**config.mk**
```make
export PLATFORM = sky130hd
export DESIGN_NAME = axi4_lite_cmd_sequencer
export DESIGN_NICKNAME = d
export VERILOG_FILES = /design/src/rtl/axi4_lite_cmd_sequencer.sv
export SDC_FILE = /design/constraint.sdc
export NUM_CORES = 1
export LEC_CHECK = 0
export CORE_ASPECT_RATIO = 0.75
export CORE_UTILIZATION = 45
export DETAILED_ROUTE_END_ITERATION = 10
export GPL_ROUTABILITY_DRIVEN = 0
export PLACE_DENSITY = 0.74
export SYNTH_ARGS = -nofsm -noshare
export SYNTH_HDL_FRONTEND = slang
export SYNTH_SLANG_ARGS = --single-unit
```
**constraint.sdc**
```tcl
create_clock -name ACLK -period 3.1 [get_ports ACLK]
set_input_delay 0.93 -clock ACLK [delete_from_list [all_inputs] [get_ports ACLK]]
set_output_delay 0.93 -clock ACLK [all_outputs]
set_load 0.01 [all_outputs]
```
**src/rtl/axi4_lite_cmd_sequencer.sv**
```systemverilog
// Command sequencer for an AXI4-lite master: queues read/write commands, issues
// them one at a time as start pulses, and returns completions or forced timeouts.
module axi4_lite_cmd_sequencer #(
    parameter int DATA_WIDTH = 32,
    parameter int ADDRESS    = 32,
    parameter int DEPTH      = 4,
    parameter int TIMEOUT    = 255
) (
    input  logic                  ACLK,
    input  logic                  ARESETN,
    input  logic                  cmd_valid,
    output logic                  cmd_ready,
    input  logic                  cmd_write,
    input  logic [ADDRESS-1:0]    cmd_addr,
    input  logic [DATA_WIDTH-1:0] cmd_wdata,
    output logic                  read_s,
    output logic                  write_s,
    output logic [ADDRESS-1:0]    address,
    output logic [DATA_WIDTH-1:0] W_data,
    input  logic                  bus_bdone,
    input  logic                  bus_rdone,
    input  logic [DATA_WIDTH-1:0] bus_rdata,
    input  logic [1:0]            bus_resp,
    output logic                  rsp_valid,
    input  logic                  rsp_ready,
    output logic                  rsp_write,
    output logic [DATA_WIDTH-1:0] rsp_data,
    output logic [1:0]            rsp_resp,
    output logic                  busy
);

    localparam int PTR_W = (DEPTH > 1) ? $clog2(DEPTH) : 1;
    localparam int CNT_W = PTR_W + 1;
    localparam int TO_W  = 16;
    localparam logic [TO_W-1:0]  TO_LAST   = TO_W'(TIMEOUT - 1);
    localparam logic [CNT_W-1:0] CNT_FULL  = CNT_W'(DEPTH);
    localparam logic [1:0]       RESP_SLVERR = 2'b10;

    typedef enum logic [1:0] {
        ST_IDLE,
        ST_ISSUE,
        ST_WAIT,
        ST_RESP
    } state_t;

    state_t state_reg, state_next;

    logic [ADDRESS-1:0]    fifo_addr  [DEPTH];
    logic [DATA_WIDTH-1:0] fifo_data  [DEPTH];
    logic                  fifo_write [DEPTH];

    logic [PTR_W-1:0] wr_ptr_reg;
    logic [PTR_W-1:0] rd_ptr_reg;
    logic [CNT_W-1:0] count_reg;

    logic [ADDRESS-1:0]    address_reg;
    logic [DATA_WIDTH-1:0] wdata_reg;
    logic                  type_reg;
    logic [TO_W-1:0]       to_cnt_reg;

    logic                  rsp_write_reg;
    logic [DATA_WIDTH-1:0] rsp_data_reg;
    logic [1:0]            rsp_resp_reg;

    logic fifo_push;
    logic fifo_pop;
    logic bus_match;
    logic timeout_hit;

    assign cmd_ready   = (count_reg != CNT_FULL);
    assign fifo_push   = cmd_valid && cmd_ready;
    assign fifo_pop    = (state_reg == ST_IDLE) && (count_reg != '0);
    assign bus_match   = type_reg ? bus_bdone : bus_rdone;
    assign timeout_hit = (to_cnt_reg == TO_LAST);

    // One storage slot per entry; only the slot under the write pointer loads.
    generate
        for (genvar gi = 0; gi < DEPTH; gi++) begin : g_slot
            always_ff @(posedge ACLK) begin
                if (fifo_push && (wr_ptr_reg == PTR_W'(gi))) begin
                    fifo_addr[gi]  <= cmd_addr;
                    fifo_data[gi]  <= cmd_wdata;
                    fifo_write[gi] <= cmd_write;
                end
            end
        end
    endgenerate

    always_ff @(posedge ACLK or negedge ARESETN) begin
        if (!ARESETN) begin
            wr_ptr_reg <= '0;
            rd_ptr_reg <= '0;
            count_reg  <= '0;
        end else begin
            if (fifo_push) begin
                wr_ptr_reg <= wr_ptr_reg + PTR_W'(1);
            end
            if (fifo_pop) begin
                rd_ptr_reg <= rd_ptr_reg + PTR_W'(1);
            end
            case ({fifo_push, fifo_pop})
                2'b10:   count_reg <= count_reg + CNT_W'(1);
                2'b01:   count_reg <= count_reg - CNT_W'(1);
                default: count_reg <= count_reg;
            endcase
        end
    end

    always_ff @(posedge ACLK or negedge ARESETN) begin
        if (!ARESETN) begin
            state_reg <= ST_IDLE;
        end else begin
            state_reg <= state_next;
        end
    end

    always_comb begin
        state_next = state_reg;
        case (state_reg)
            ST_IDLE: begin
                if (fifo_pop) begin
                    state_next = ST_ISSUE;
                end
            end
            ST_ISSUE: begin
                state_next = ST_WAIT;
            end
            ST_WAIT: begin
                // A matching done on the last allowed cycle still wins over the timeout.
                if (bus_match || timeout_hit) begin
                    state_next = ST_RESP;
                end
            end
            ST_RESP: begin
                if (rsp_ready) begin
                    state_next = ST_IDLE;
                end
            end
            default: state_next = ST_IDLE;
        endcase
    end

    always_ff @(posedge ACLK or negedge ARESETN) begin
        if (!ARESETN) begin
            address_reg   <= '0;
            wdata_reg     <= '0;
            type_reg      <= 1'b0;
            to_cnt_reg    <= '0;
            rsp_write_reg <= 1'b0;
            rsp_data_reg  <= '0;
            rsp_resp_reg  <= '0;
        end else begin
            if (fifo_pop) begin
                address_reg <= fifo_addr[rd_ptr_reg];
                wdata_reg   <= fifo_data[rd_ptr_reg];
                type_reg    <= fifo_write[rd_ptr_reg];
            end

            if (state_reg == ST_ISSUE) begin
                to_cnt_reg <= '0;
            end else if ((state_reg == ST_WAIT) && !bus_match) begin
                to_cnt_reg <= to_cnt_reg + TO_W'(1);
            end

            if ((state_reg == ST_WAIT) && (bus_match || timeout_hit)) begin
                rsp_write_reg <= type_reg;
                if (bus_match) begin
                    rsp_resp_reg <= bus_resp;
                    rsp_data_reg <= type_reg ? '0 : bus_rdata;
                end else begin
                    rsp_resp_reg <= RESP_SLVERR;
                    rsp_data_reg <= '0;
                end
            end
        end
    end

    assign read_s    = (state_reg == ST_ISSUE) && !type_reg;
    assign write_s   = (state_reg == ST_ISSUE) && type_reg;
    assign address   = address_reg;
    assign W_data    = wdata_reg;
    assign rsp_valid = (state_reg == ST_RESP);
    assign rsp_write = rsp_write_reg;
    assign rsp_data  = rsp_data_reg;
    assign rsp_resp  = rsp_resp_reg;
    assign busy      = (state_reg != ST_IDLE);

endmodule

```
==> summary.md <==
| Metric | Value |
|---|---|
| Vias/cell | `5.21` |
| PostCTS Resize Cnt | `0` |
| Library cells used by synthesis | `38` |
| Final setup fails | `0` |
| Crit path kind | `flip-flop to output port` |
| Hold WC Path Type | `primary input to async pin` |
| Die Area | `around 33,000 µm²` |
| Global-route wire length before repair | `46,300 µm` |
| P_leak | `6.67 nW` |
| Area Overhead vs Synth | `28.4%` |
| Most common cell after layout, fill and taps aside | `edfxtp_1` |
| Fmax | `0.350 GHz` |
| Clk buf depth | `3` |
| Ordered list of cells on the worst path | `inv_1, ha_1, nor2b_1, clkdlybuf4s50_1` |
| Vias in the first global route | `roughly 8,000` |
| Net Count, Synth | `between 800 and 900` |
| Setup Buffers After CTS | `0` |
| Max VDD drop | `0.521 mV` |
| DRT Wirelength | `29,900 µm` |
| Post-synth ARST share | `between 30% and 40%` |
| GR Overflow Total | `0` |
| R2R depth | `5` |
| Clock latency on the worst-skew pair | `510 ps` |
| Root buffer cell | `clkbuf_16` |
| Avg Inst Size Synth | `18.9 µm²` |
| Post-layout power | `0.0184 W` |
| Status | `finished clean` |
| Worst setup margin | `244 ps` |
| Reg2reg start | `to_cnt_reg[13]` |
| NumNets Final | `1,120` |
| DR iter-0 viols | `557` |
| Number of I/O port buffers | `208` |
| Post-synth EDFFs | `260` |
| Vias post-DR | `7,649` |
| Row Count | `56` |
| Register-to-register setup slack | `about 720 ps` |
| Critical Path End Type | `output port` |
| Die Wd | `roughly 210 µm` |
| Initial Util | `between 40% and 50%` |
| Non-Filler Instances | `1,467` |
| PD cells | `980 nW/µm²` |
| Largest regs | `fifo_addr (128), fifo_data (128)` |
| Synth Register Bits | `385` |
| Largest net degree at the start of global routing | `67` |
| CP max FO | `4` |
| RSZ-0062 raised after global routing | `false` |
| Fraction of layout cells with a size suffix above 1 | `22.0%` |
| CP startpoint kind | `flip-flop` |
| Cells after Synth | `772` |
| Residual DRC | `0` |
| Max-slew violations | `0` |
| Req. time, crit path | `2170 ps` |
| Slew margin rel. | `67.3%` |
| Data arrival, critical path | `1930 ps` |
| RR Endpoint | `rsp_data[5]` |
| CTS buffer count | `37` |
| Slew @ Worst Pin | `roughly 500 ps` |
| Register area share after synthesis | `about 75%` |
| IO Count | `209` |
| DR WL/cell | `20.4 µm` |
| Remaining antenna violation count after routing | `0` |
| Post-Route Skew | `17.1 ps` |
| Cts hold-fix bufs | `0` |
| Post-route minimum period | `2860 ps` |
| Ys Warns | `0` |
| CTS Sinks | `385` |
| Slowest CP cell | `clkdlybuf4s50_1` |
| Hpwl dp | `18,800 µm` |
| GRT Util Overall | `between 15 and 20%` |
| Placed Instances | `approximately 1,400` |
| Slowest stage delay, CP | `roughly 540 ps` |
| Final hold violations | `0` |
| Max-cap violations | `0` |
| H-tree levels | `2` |
| Initial antenna violation count | `4` |
| Period utilisation layout | `between 90% and 100%` |
| Die Y | `158 µm` |
| Most frequent cells in the layout | `edfxtp_1, clkdlybuf4s50_1, dfrtp_1` |
| Sum Neg Setup Slack | `0 ps` |
| Place WS | `185 ps` |
| Drt pass-1 iters | `4` |
| CTS tree | `built` |
| Dominant synthesized flop cell | `edfxtp_1` |
| Core footprint | `31,600 µm²` |
| Clock Pin Slew Worst Setup and Hold Paths | `around 60 ps` |
| Mapped cell area | `14,600 µm²` |
[stage by stage]
stage,hold slack (ps),util (%),instance area [µm²]
3_5_place_dp,486,55.1,17400
2_1_floorplan,464,-,14600
5_1_grt,380,59.3,18700
6_report,365,59.3,18700
3_3_place_gp,480,55.1,17400
4_1_cts,354,59.3,18700
[cell usage after synthesis (2+ instances only)]
cell type	number	area share (%)
o31ai_1	3	0.15
or4_1	5	0.26
buf_2	7	0.24
xnor2_1	8	0.48
xor2_1	6	0.36
mux2_2	68	5.2
mux2i_1	2	0.14
mux4_2	65	10
ha_1	11	0.94
dfrtp_1	125	21
o21ai_0	36	1.2
a21oi_1	8	0.27
nand4_1	6	0.26
nor2_1	10	0.26
nor3_1	3	0.10
and2_1	5	0.21
nand2_1	6	0.15
inv_1	46	1.2
or3_1	5	0.21
buf_1	2	0.051
clkbuf_1	27	0.69
nand3_1	37	1.3
edfxtp_1	260	54
and3_1	5	0.21
nor2b_1	3	0.13
[area by class of cell]
type / count / area (µm²)
Clock inverter: 22 / 342
Antenna cell: 3 / 7.51
Fill cell: 2308 / 12900
Multi-Input combinational cell: 305 / 3360
Inverter: 46 / 174
Tap cell: 435 / 544
Clock buffer: 43 / 968
Timing Repair Buffer: 228 / 2400
Sequential cell: 385 / 10900
[cells by family (layout without fill, tap and decap cells)]
logic type | Yosys count | count (layout) | share of synthesized area, %
buffers and inverters | 82 | 339 | 2.17
DFF | 385 | 385 | 75.0
xor gates and xnor gates | 14 | 14 | 0.840
muxes | 136 | 136 | 15.5
other | 0 | 3 | 0
adders and majority gates | 12 | 12 | 1.08
AOI/OAI and AO/OA | 53 | 53 | 2.11
and+or+nand+nor | 90 | 90 | 3.35
[layer usage]
| layer | vias to the layer above | share of wire (%) | global-route usage (%) |
|---|---|---|---|
| met5 | - | 0.040 | 0 |
| met4 | 2 | 1.8 | 4.73 |
| met3 | 47 | 5.9 | 4.07 |
| met2 | 217 | 46 | 28.3 |
| met1 | 3952 | 46 | 26.8 |
| li1 | 3431 | - | - |
[critical path: cells and delay by family, from the launching register on]
kind	cells	cell delay, ps
buf+inv	2	630
flops	1	410
fa+ha+maj	1	230
simple gates	1	150
[worst max path at each step]
| stage | from | endpoint | slack, ps | cells past startpoint |
|---|---|---|---|---|
| after floorplan | cmd_valid | fifo_addr[0][0] | 170 | 1 |
| after global placement | bus_rdone | to_cnt_reg[14] | 260 | 5 |
| after detailed placement | bus_rdone | to_cnt_reg[12] | 190 | 5 |
| after CTS | state_reg[1] | read_s | 220 | 4 |
| after global routing | state_reg[1] | read_s | 140 | 4 |
| final | state_reg[1] | read_s | 240 | 4 |
[where the power goes]
| group | total [W] | internal [W] | switching [W] | leakage (nW) |
|---|---|---|---|---|
| Clock | 0.00485 | 0.00299 | 0.00186 | 0.639 |
| Combinational | 0.00582 | 0.00322 | 0.00259 | 2.11 |
| Sequential | 0.00768 | 0.00698 | 0.000706 | 3.92 |
(Power assumes the default switching activity.)
